File: config.mk
export PLATFORM = sky130hd
export DESIGN_NAME = cdt_bus256_loader
export DESIGN_NICKNAME = d
export VERILOG_FILES = /design/src/rtl/cdt_pkg.sv /design/src/rtl/cdt_wdog_cnt.sv /design/src/rtl/cdt_bus256_loader.sv
export SDC_FILE = /design/constraint.sdc
export NUM_CORES = 1
export LEC_CHECK = 0
export CORE_ASPECT_RATIO = 0.6
export CORE_MARGIN = 2
export CORE_UTILIZATION = 45
export CTS_CLUSTER_DIAMETER = 50
export CTS_CLUSTER_SIZE = 14
export DETAILED_ROUTE_END_ITERATION = 8
export PLACE_DENSITY = 0.81
export SYNTH_ARGS = -nofsm -noshare
export SYNTH_HDL_FRONTEND = slang
export SYNTH_HIERARCHICAL = 1
export SYNTH_SLANG_ARGS = --single-unit
File: constraint.sdc
create_clock -name clk -period 30.8 [get_ports clk]
set_input_delay 9.24 -clock clk [delete_from_list [all_inputs] [get_ports clk]]
set_output_delay 9.24 -clock clk [all_outputs]
set_load 0.02 [all_outputs]
File: src/rtl/cdt_pkg.sv
// cdt_pkg: shared constants for the 256-bit demux datapath (loader and demux bank).
//   CDT_NWORDS  words per 256-bit entry
//   CDT_SLOT_W  slot index width (16 demux outputs)
//   CDT_WORD_W  staging word width
//   ST_*        loader FSM state encoding
package cdt_pkg;

   localparam int unsigned CDT_NWORDS = 8;
   localparam int unsigned CDT_SLOT_W = 4;
   localparam int unsigned CDT_WORD_W = 32;

   localparam logic [1:0] ST_IDLE   = 2'd0;
   localparam logic [1:0] ST_FILL   = 2'd1;
   localparam logic [1:0] ST_COMMIT = 2'd2;
   localparam logic [1:0] ST_ABORT  = 2'd3;

endpackage

File: src/rtl/cdt_wdog_cnt.sv
// cdt_wdog_cnt: clearable, saturating idle counter with a terminal-count flag.
//   clk  in   system clock
//   rst  in   asynchronous active-high reset
//   clr  in   synchronous clear (priority over en)
//   en   in   count one idle cycle
//   tc   out  counter has reached TIMEOUT-1
module cdt_wdog_cnt #(
   parameter int unsigned TIMEOUT = 1024
) (
   input  logic clk,
   input  logic rst,
   input  logic clr,
   input  logic en,
   output logic tc
);

   localparam int unsigned W = $clog2(TIMEOUT);
   localparam logic [W-1:0] TC_VAL = W'(TIMEOUT - 1);

   logic [W-1:0] cnt;

   always_ff @(posedge clk or posedge rst) begin
      if (rst) begin
         cnt <= '0;
      end else if (clr) begin
         cnt <= '0;
      end else if (en && (cnt != TC_VAL)) begin
         cnt <= cnt + 1'b1;
      end
   end

   assign tc = (cnt == TC_VAL);

endmodule

File: src/rtl/cdt_bus256_loader.sv
// cdt_bus256_loader: gathers a 32-bit word stream into eight staging registers
// and issues a one-cycle commit strobe (en) with slot index (sw) so the demux
// bank latches {reg7..reg0}. Multi-slot bursts auto-increment sw; a watchdog
// aborts a stalled fill without committing.
//   clk, rst           clock, asynchronous active-high reset
//   start, slot        begin a burst at slot (sampled in IDLE only)
//   nslots             burst length; 0 -> 1, >16 -> 16
//   wr_valid, wr_data  word stream; accepted when wr_valid & wr_ready
//   wr_ready           high only while filling
//   reg0..reg7         staging registers to the demux
//   en, sw             commit strobe and target slot
//   busy               not idle
//   done               pulse with the final en of a burst
//   err                pulse on watchdog abort
module cdt_bus256_loader
   import cdt_pkg::*;
#(
   parameter int unsigned NWORDS  = CDT_NWORDS,
   parameter int unsigned WORD_W  = CDT_WORD_W,
   parameter int unsigned SLOT_W  = CDT_SLOT_W,
   parameter int unsigned TIMEOUT = 1024
) (
   input  logic              clk,
   input  logic              rst,
   input  logic              start,
   input  logic [SLOT_W-1:0] slot,
   input  logic [SLOT_W:0]   nslots,
   input  logic              wr_valid,
   input  logic [WORD_W-1:0] wr_data,
   output logic              wr_ready,
   output logic [WORD_W-1:0] reg0,
   output logic [WORD_W-1:0] reg1,
   output logic [WORD_W-1:0] reg2,
   output logic [WORD_W-1:0] reg3,
   output logic [WORD_W-1:0] reg4,
   output logic [WORD_W-1:0] reg5,
   output logic [WORD_W-1:0] reg6,
   output logic [WORD_W-1:0] reg7,
   output logic              en,
   output logic [SLOT_W-1:0] sw,
   output logic              busy,
   output logic              done,
   output logic              err
);

   localparam int unsigned WCW = $clog2(NWORDS);
   localparam logic [WCW-1:0]  WLAST = WCW'(NWORDS - 1);
   localparam logic [SLOT_W:0] BMAX  = (SLOT_W + 1)'(2 ** SLOT_W);
   localparam logic [SLOT_W:0] BONE  = (SLOT_W + 1)'(1);

   logic [1:0]        state;
   logic [WCW-1:0]    wcnt;
   logic [SLOT_W:0]   bcnt;
   logic [WORD_W-1:0] stage [NWORDS];
   logic              hs;
   logic              wd_clr;
   logic              wd_en;
   logic              wd_tc;
   logic [SLOT_W:0]   nslots_c;

   assign hs = wr_valid & wr_ready;

   // Watchdog only runs in FILL; any accepted word or leaving FILL restarts it.
   assign wd_clr = (state != ST_FILL) | hs;
   assign wd_en  = (state == ST_FILL) & ~hs;

   always_comb begin
      nslots_c = nslots;
      if (nslots == '0) begin
         nslots_c = BONE;
      end else if (nslots > BMAX) begin
         nslots_c = BMAX;
      end
   end

   cdt_wdog_cnt #(
      .TIMEOUT (TIMEOUT)
   ) u_wdog (
      .clk (clk),
      .rst (rst),
      .clr (wd_clr),
      .en  (wd_en),
      .tc  (wd_tc)
   );

   // All outputs are registered: en/done/err/wr_ready are set on the edge
   // that enters the state they belong to, so they line up with that state.
   always_ff @(posedge clk or posedge rst) begin
      if (rst) begin
         state    <= ST_IDLE;
         wcnt     <= '0;
         bcnt     <= '0;
         sw       <= '0;
         wr_ready <= 1'b0;
         busy     <= 1'b0;
         en       <= 1'b0;
         done     <= 1'b0;
         err      <= 1'b0;
         for (int unsigned i = 0; i < NWORDS; i++) begin
            stage[i] <= '0;
         end
      end else begin
         en   <= 1'b0;
         done <= 1'b0;
         err  <= 1'b0;
         case (state)
            ST_IDLE: begin
               if (start) begin
                  sw       <= slot;
                  bcnt     <= nslots_c;
                  wcnt     <= '0;
                  wr_ready <= 1'b1;
                  busy     <= 1'b1;
                  state    <= ST_FILL;
               end
            end
            ST_FILL: begin
               if (hs) begin
                  stage[wcnt] <= wr_data;
                  if (wcnt == WLAST) begin
                     wr_ready <= 1'b0;
                     en       <= 1'b1;
                     done     <= (bcnt == BONE);
                     state    <= ST_COMMIT;
                  end else begin
                     wcnt <= wcnt + 1'b1;
                  end
               end else if (wd_tc) begin
                  wr_ready <= 1'b0;
                  err      <= 1'b1;
                  state    <= ST_ABORT;
               end
            end
            ST_COMMIT: begin
               bcnt <= bcnt - 1'b1;
               wcnt <= '0;
               if (bcnt > BONE) begin
                  sw       <= sw + 1'b1;
                  wr_ready <= 1'b1;
                  state    <= ST_FILL;
               end else begin
                  busy  <= 1'b0;
                  state <= ST_IDLE;
               end
            end
            default: begin
               // ST_ABORT: partial staging contents are kept, burst dropped.
               bcnt  <= '0;
               wcnt  <= '0;
               busy  <= 1'b0;
               state <= ST_IDLE;
            end
         endcase
      end
   end

   assign reg0 = stage[0];
   assign reg1 = stage[1];
   assign reg2 = stage[2];
   assign reg3 = stage[3];
   assign reg4 = stage[4];
   assign reg5 = stage[5];
   assign reg6 = stage[6];
   assign reg7 = stage[7];

endmodule
# [Word level (Yosys, flattened, before mapping)]
# Index checks and enable logic that the tools add are counted.
[classes] add_sub_neg=4 n_lt_le_gt_ge=4 n_eq_ne=14 mux=39 bitwise_logic=6 reduce_logical=14
[ops] cell="$bwmux 256" count=1
[ops] cell="$demux 32 s3" count=1
[ops] cell="$mux 32" count=1
[ops] cell="$mux 10" count=2
[ops] cell="$mux 1" count=16
[ops] cell="$mux 5" count=3
[ops] cell="$pmux 5 s3" count=1
[ops] cell="$reduce_and 3->1" count=4
[ops] cell="$add 10x1->10 const B" count=1
[ops] cell="$eq 10x10->1 const B" count=1
[ops] cell="$ne 10x10->1 const B" count=1
[ops] cell="$ne 2x2->1 const B" count=5
[ops] cell="$mux 3" count=3
[ops] cell="$mux 2" count=4
[ops] cell="$mux 4" count=2
[ops] cell="$pmux 4 s2" count=1
[ops] cell="$ne 3x2->1 const B" count=2
[ops] cell="$pmux 1 s3" count=2
[ops] cell="$pmux 2 s3" count=1
[ops] cell="$pmux 3 s2" count=1
[ops] cell="$eq 5x1->1 const B" count=1
[ops] cell="$gt 5x1->1 const B" count=1
[ops] cell="$gt 5x5->1 const B" count=1
[ops] cell="$logic_not 5->1" count=1
[ops] cell="other kinds (19)" count=24
[word_totals] ff_bits=285 output_inout_bits=265

# [Logic depth before layout (Yosys ltp)]
# Gate-level depths: netlist (run 1).
[logic_depth] word_depth=6 ltp_mapped=8 ltp_nobuf=6

# [Hierarchy]
# Netlist (run 1), hierarchy kept.
[by_module_without_submodules] mod="cdt_bus256_loader" instances=1 cells_per_inst=662 area_per_inst_um2=10792.9 seq_area_each_um2=6881.6
[by_module_without_submodules] mod="cdt_wdog_cnt" instances=1 cells_per_inst=66 area_per_inst_um2=635.6 seq_area_each_um2=250.2

# [Least setup slack after synthesis (run 1)]
# OpenSTA, ideal clock, no wires.
[synth_path] path_type="input to register" startpoint="in wr_valid" endpoint="reg stage (netlist bit reg4[0])" setup_time_ps=125 arrival_ps=10360 slack_ps=20315 cell_stages=4 cell_sequence="nand4b_4 > nor4b_4 > buf_6 > mux2_2"
[synth_between] elab_chain_cells=2
[synth_lines] element="start, declared" line="cdt_bus256_loader.sv:28" source="input logic wr_valid,"
[synth_lines] element="$and 1x1->1" line="cdt_bus256_loader.sv:61" source="assign hs = wr_valid & wr_ready;"
[synth_lines] element="$reduce_and 2->1 (no line)"
[synth_lines] element="end signal, assigned by index" line="cdt_bus256_loader.sv:119" source="stage[wcnt] <= wr_data;"
[synth_lines] element="end, declared" line="cdt_bus256_loader.sv:54" source="logic [WORD_W-1:0] stage [NWORDS];"
# Every way passes these cells.
# A chain may end at the register's enable or synchronous reset.

# [Worst setup path after layout (run 1)]
[layout_path] startpoint="in wr_valid" endpoint="reg stage (netlist bit reg4[13])"
# Same word-level chain as after synthesis.

==> reports/results.ini, run 1 <==
[timing]
relSlewSlack = 0.283
hold_viol_final = 0
fin_crit_sh = 0.375
skew_ps = 13.5
tns_ps = 0
max_freq_mhz = 86.7
hold_ws_ps = 485
worstMarginPinSlew_ps = 1070
slew_violations = 0
rsz0062_at_grt = false
setup-violations-final = 0
fin_ws_ps = 19260
layout_min_cycle_time_ps = 11540

[detailed_routing]
drtIter0Drc = 410
ant_nets = 0
finalWirelength_mm = 29.9
wl_per_cell_um = 21.9
drc = 0
firstDrtPassIters = 5
via_per_inst = 5.43
via_count = 7414

[synth]
synthFlopType = dfrtp_1
synth_edf_count = 0
synthesis.area_um2 = 11400
synth-seq-cells = 285
synth_top_area_share = 0.624
synth_cell_type_count = 57
async_reset_ff_frac = 1.00
postSynthCellCount = 728
syn_nets = 779
syn_avg_cell_area_um2 = 15.7
synth_area_leader_cell = dfrtp_1
synth.top_cells.by_area = dfrtp_1 62%, mux2_2 24%, mux2_1 1.8%
ys_seq_area_frac = 0.624
yosys_warnings = 6

[place]
hpwlAfterDp_mm = 20.5
place.gp.congestion = 0.844
pre_cts_slack_ps = 18690
numPortBuffers = 309

[run_status]
status = finished clean

[clock_tree]
clkLatencyLatePin_ps = 520
cts_buffer_depth = 3
cts_setup_buffers = 0
cts.clk_slew.worst_paths_ps = 60
cts_buffers = 25
cts_tree = built
clock-sinks = 285
cts-root-buf = clkbuf_16
cts_max_level = 1
cts_hold_buf = 0
cts.repair.resized = 0

[floorplan]
chipWidth_um = 210
rows = 45
io_pins = 310
dieArea_um2 = 26700
die_h_um = 127
fp.coreArea_um2 = 25100
start_util = 0.455

[critical_path]
worstPathArrival_ps = 11930
start_kind = input pin
crit_type = in2reg
end_kind = flop
reg2reg_slack_ps = 27720
crit_required_ps = 31200
crit_fanout = 20

[layout]
layout-drive-gt1-share = 0.287
num_antenna_cells = 0
nFillCells = 1891
final_nets = 1085
syn2layout_area_growth_pct = 35.0

[pwr]
p_total_uw = 1790
ir_drop_mv = 0.0685
leakage_uw = 0.00663
power_density_nw_per_um2 = 116

[job]
maxCapViolCount = 0

[min_path]
hold_path_class = reg2reg

[global_route]
grt_use_total = 0.224
overflow = 0
antenna_found_initial = 0
grt_max_degree = 144
grt_pass1_vias = 7668
grt_pass1_wl_mm = 46.3

[layout by cell type, fill, tap and decap left out, types with 4 or more instances in the layout]
cell type and n:
nand3_1 4, nand2_1 4, a21oi_1 6, nand2b_1 6, o22ai_1 5, mux2_1 18, inv_1 9, clkbuf_16 25
ha_1 6, nor2_1 9, dfrtp_1 285, nor2b_1 5, buf_4 8, mux2_2 243, a311oi_1 4, clkdlybuf4s50_1 309
o21ai_0 4, nor3_1 8, a211oi_1 8, and3_1 4, a41oi_1 4
[cells by family (layout without fill, tap and decap cells)]
logic type | count (synthesis) | after routing | share of synthesized area
multiplexers | 261 | 261 | 0.257
AO/OA/AOI/OAI | 56 | 56 | 0.0376
AND/OR/NAND/NOR | 72 | 72 | 0.0488
flip-flops | 285 | 285 | 0.624
adder cells (fa/ha/maj) | 6 | 6 | 0.00657
buffers and inverters | 48 | 356 | 0.0258
[path summary, 6_finish.rpt]
kind	startpoint	end	depth (start not counted)
worst min register to register	reg2[25]$_DFFE_PP0P_	reg2[25]$_DFFE_PP0P_	1
worst max-delay path	wr_valid	reg4[13]$_DFFE_PP0P_	5
worst max register to register	state[0]$_DFFE_PP0P_	reg4[13]$_DFFE_PP0P_	4
max in group asynchronous	rst	reg3[10]$_DFFE_PP0P_	3
worst min-delay path	reg2[25]$_DFFE_PP0P_	reg2[25]$_DFFE_PP0P_	1
min in group asynchronous	rst	u_wdog/cnt[6]$_DFFE_PP0P_	2
[layer usage]
layer,wire [µm],track usage,vias to the layer above
met1,13600,0.313,3855
li1,-,-,3262
met3,2590,0.0789,30
met4,343,0.0313,0
met2,13400,0.348,267
met5,0,0,-
[report_power, final]
| group | internal [µW] | switching [µW] | leakage (µW) |
|---|---|---|---|
| sequential | 544 | 107 | 0.00354 |
| combinational | 441 | 417 | 0.00275 |
| clock | 150 | 129 | 0.000334 |
[registers in the layout (all words and copies together), names as in the netlist]
signal      flops
busy            1
reg1           32
reg2           32
u_wdog/cnt     10
state           2
bcnt            5
wcnt            3
reg7           32
wr_ready        1
reg6           32
done            1
reg4           32
reg3           32
reg5           32
reg0           32
en              1
sw              4
err             1
[metrics by stage]
step,util,cells,area [µm²]
floorplan,-,728,11400
global placement,0.587,1336,14700
detailed placement,0.587,1336,14700
CTS,0.614,1365,15400
global route,0.614,1365,15400
finish,0.614,1365,15400
[critical path, stage by stage]
cell             delay [ps]
clkdlybuf4s50_1         610
nand4b_4                230
nor4b_4                 980
buf_4                   470
mux2_2                  380
[layout make-up]
class	instances	area, µm²	area share
sequential	285	7130	0.462
multi-input combinational	395	4010	0.260
timing repair buffer	317	3150	0.204
clock buffer	27	653	0.0423
tap	329	412	0.0267
inverter	10	45.0	0.00292
clock inverter	2	25.0	0.00162
[synth_stat cells (all sizes together) (5+ instances only)]
library cell  number
a211oi            10
a21oi              7
buf               30
clkbuf             8
dfrtp            285
ha                 6
inv               10
mux2             261
nand2b             6
nand3              6
nor2               9
nor2b              5
nor3               9
o22ai              5
No activity file was read; power rests on OpenSTA's default activity.
==> run 2, diff against run 1 <==
Settings changed: CORE_UTILIZATION 45 to 44, PLACE_DENSITY 0.81 to 0.83.
Clock period 30.8 ns to 9.3 ns, I/O delays scaled along.
==> reports/results.ini, run 2 (same netlist as run 1, synthesis figures left out) <==
[run_status]
status = finished clean

[job]
maxCapViolCount = 0

[clock_tree]
cts.clk_slew.worst_paths_ps = 60
cts-root-buf = clkbuf_16
clock-sinks = 285
cts_buffer_depth = 3
clkLatencyLatePin_ps = 530
cts_hold_buf = 0
cts.repair.resized = 0
cts_max_level = 1
cts_tree = built
cts_setup_buffers = 0
cts_buffers = 26

[layout]
layout-drive-gt1-share = 0.291
postLayoutCellArea_um2 = 15500
final_nets = 1088
syn2layout_area_growth_pct = 36.0
mostFrequentLayoutCell = clkdlybuf4s50_1
layout_common_cells = 309 x clkdlybuf4s50_1, 285 x dfrtp_1, 243 x mux2_2

[global_route]
use_met1 = 0.307
grt_use_total = 0.221
grt_max_degree = 82
grt_pass1_vias = 7604
use_met2 = 0.338
antenna_found_initial = 1
busiest_layer = met2
overflow = 0
grt_pass1_wl_mm = 46.2
grt_use_met3 = 0.0784

[critical_path]
crit_required_ps = 9710
crit_fanout = 20
start_kind = input pin
end_kind = flop
worstPathArrival_ps = 5390
ff2ff_path_depth = 4
crit_type = in2reg

[timing]
worstMarginPinSlew_ps = 1030
tns_ps = 0
setup-violations-final = 0
layout_min_cycle_time_ps = 4980
skew_ps = 11.5
rsz0062_at_grt = false
fin_crit_sh = 0.535
hold_viol_final = 0
slew_violations = 0
relSlewSlack = 0.308
max_freq_mhz = 201

[floorplan]
fp.coreArea_um2 = 25400
rows = 45
chipWidth_um = 212
die_h_um = 129
start_util = 0.450
dieArea_um2 = 27300
io_pins = 310

[detailed_routing]
firstDrtPassIters = 4
wl_per_cell_um = 21.6
drc = 0
via_count = 7404
drtIter0Drc = 445
finalWirelength_mm = 30.2
ant_nets = 0
via_per_inst = 5.30

[place]
hpwlAfterDp_mm = 20.4
dpl-instance-area_um2 = 14800
numPortBuffers = 309
place.gp.congestion = 0.856

[pwr]
power_density_nw_per_um2 = 386
ir_drop_mv = 0.213
p_total_uw = 6000
leakage_uw = 0.00667

[min_path]
hold_path_class = reg2reg
min_path_cells = 1

==> run 2: cell types whose count changed in the layout (fill, tap and decap cells not counted), sizes merged <==
cell / change
clkinvlp: +3
diode: +1
buf: +2
bufinv: +1
clkbuf: +1
==> run 2: layer usage <==
metal  vias up  routed length, µm
met5         -                  0
met3        46               2840
met1      3850              13400
met4         0                524
li1       3265                  -
met2       243              13400
==> run 2: area by class of cell <==
class	count	area, µm²
clock buffer	28	679
fill	1894	9850
multi-input combinational	395	4010
sequential	285	7130
antenna	1	2.50
inverter	10	41.3
clock inverter	6	72.6
timing repair buffer	319	3170
tap	352	440
==> run 2: report_power, final <==
group	switching [µW]	total [µW]	internal, µW
Sequential	352	2150	1800
Combinational	1390	2850	1460
Clock	453	1000	549
Total	2190	6000	3810
==> run 2: through the flow <==
step | hold WS [ps] | instances | util | worst slack [ps]
5_1_grt | 506 | 1396 | 0.612 | 4200
3_5_place_dp | 476 | 1361 | 0.582 | 3730
6_report | 487 | 1396 | 0.612 | 4320
4_1_cts | 490 | 1395 | 0.612 | 4310
3_3_place_gp | 468 | 1361 | 0.582 | 3850
2_1_floorplan | 458 | 728 | - | 2870
==> run 2: worst paths after layout <==
path,from,end,slack [ps]
worst max-delay path,wr_valid,reg2[1]$_DFFE_PP0P_,4320
max in group asynchronous,rst,reg1[7]$_DFFE_PP0P_,4920
worst max register to register,state[1]$_DFFE_PP0P_,reg2[1]$_DFFE_PP0P_,6390
worst min register to register,reg6[25]$_DFFE_PP0P_,reg6[25]$_DFFE_PP0P_,490
worst min-delay path,reg6[25]$_DFFE_PP0P_,reg6[25]$_DFFE_PP0P_,490
min in group asynchronous,rst,u_wdog/cnt[6]$_DFFE_PP0P_,2630
==> run 2: worst max-delay path, stage by stage <==
cell and delay, ps:
clkdlybuf4s50_1 610, nand4b_4 240, nor4b_4 920, buf_4 450, mux2_2 380
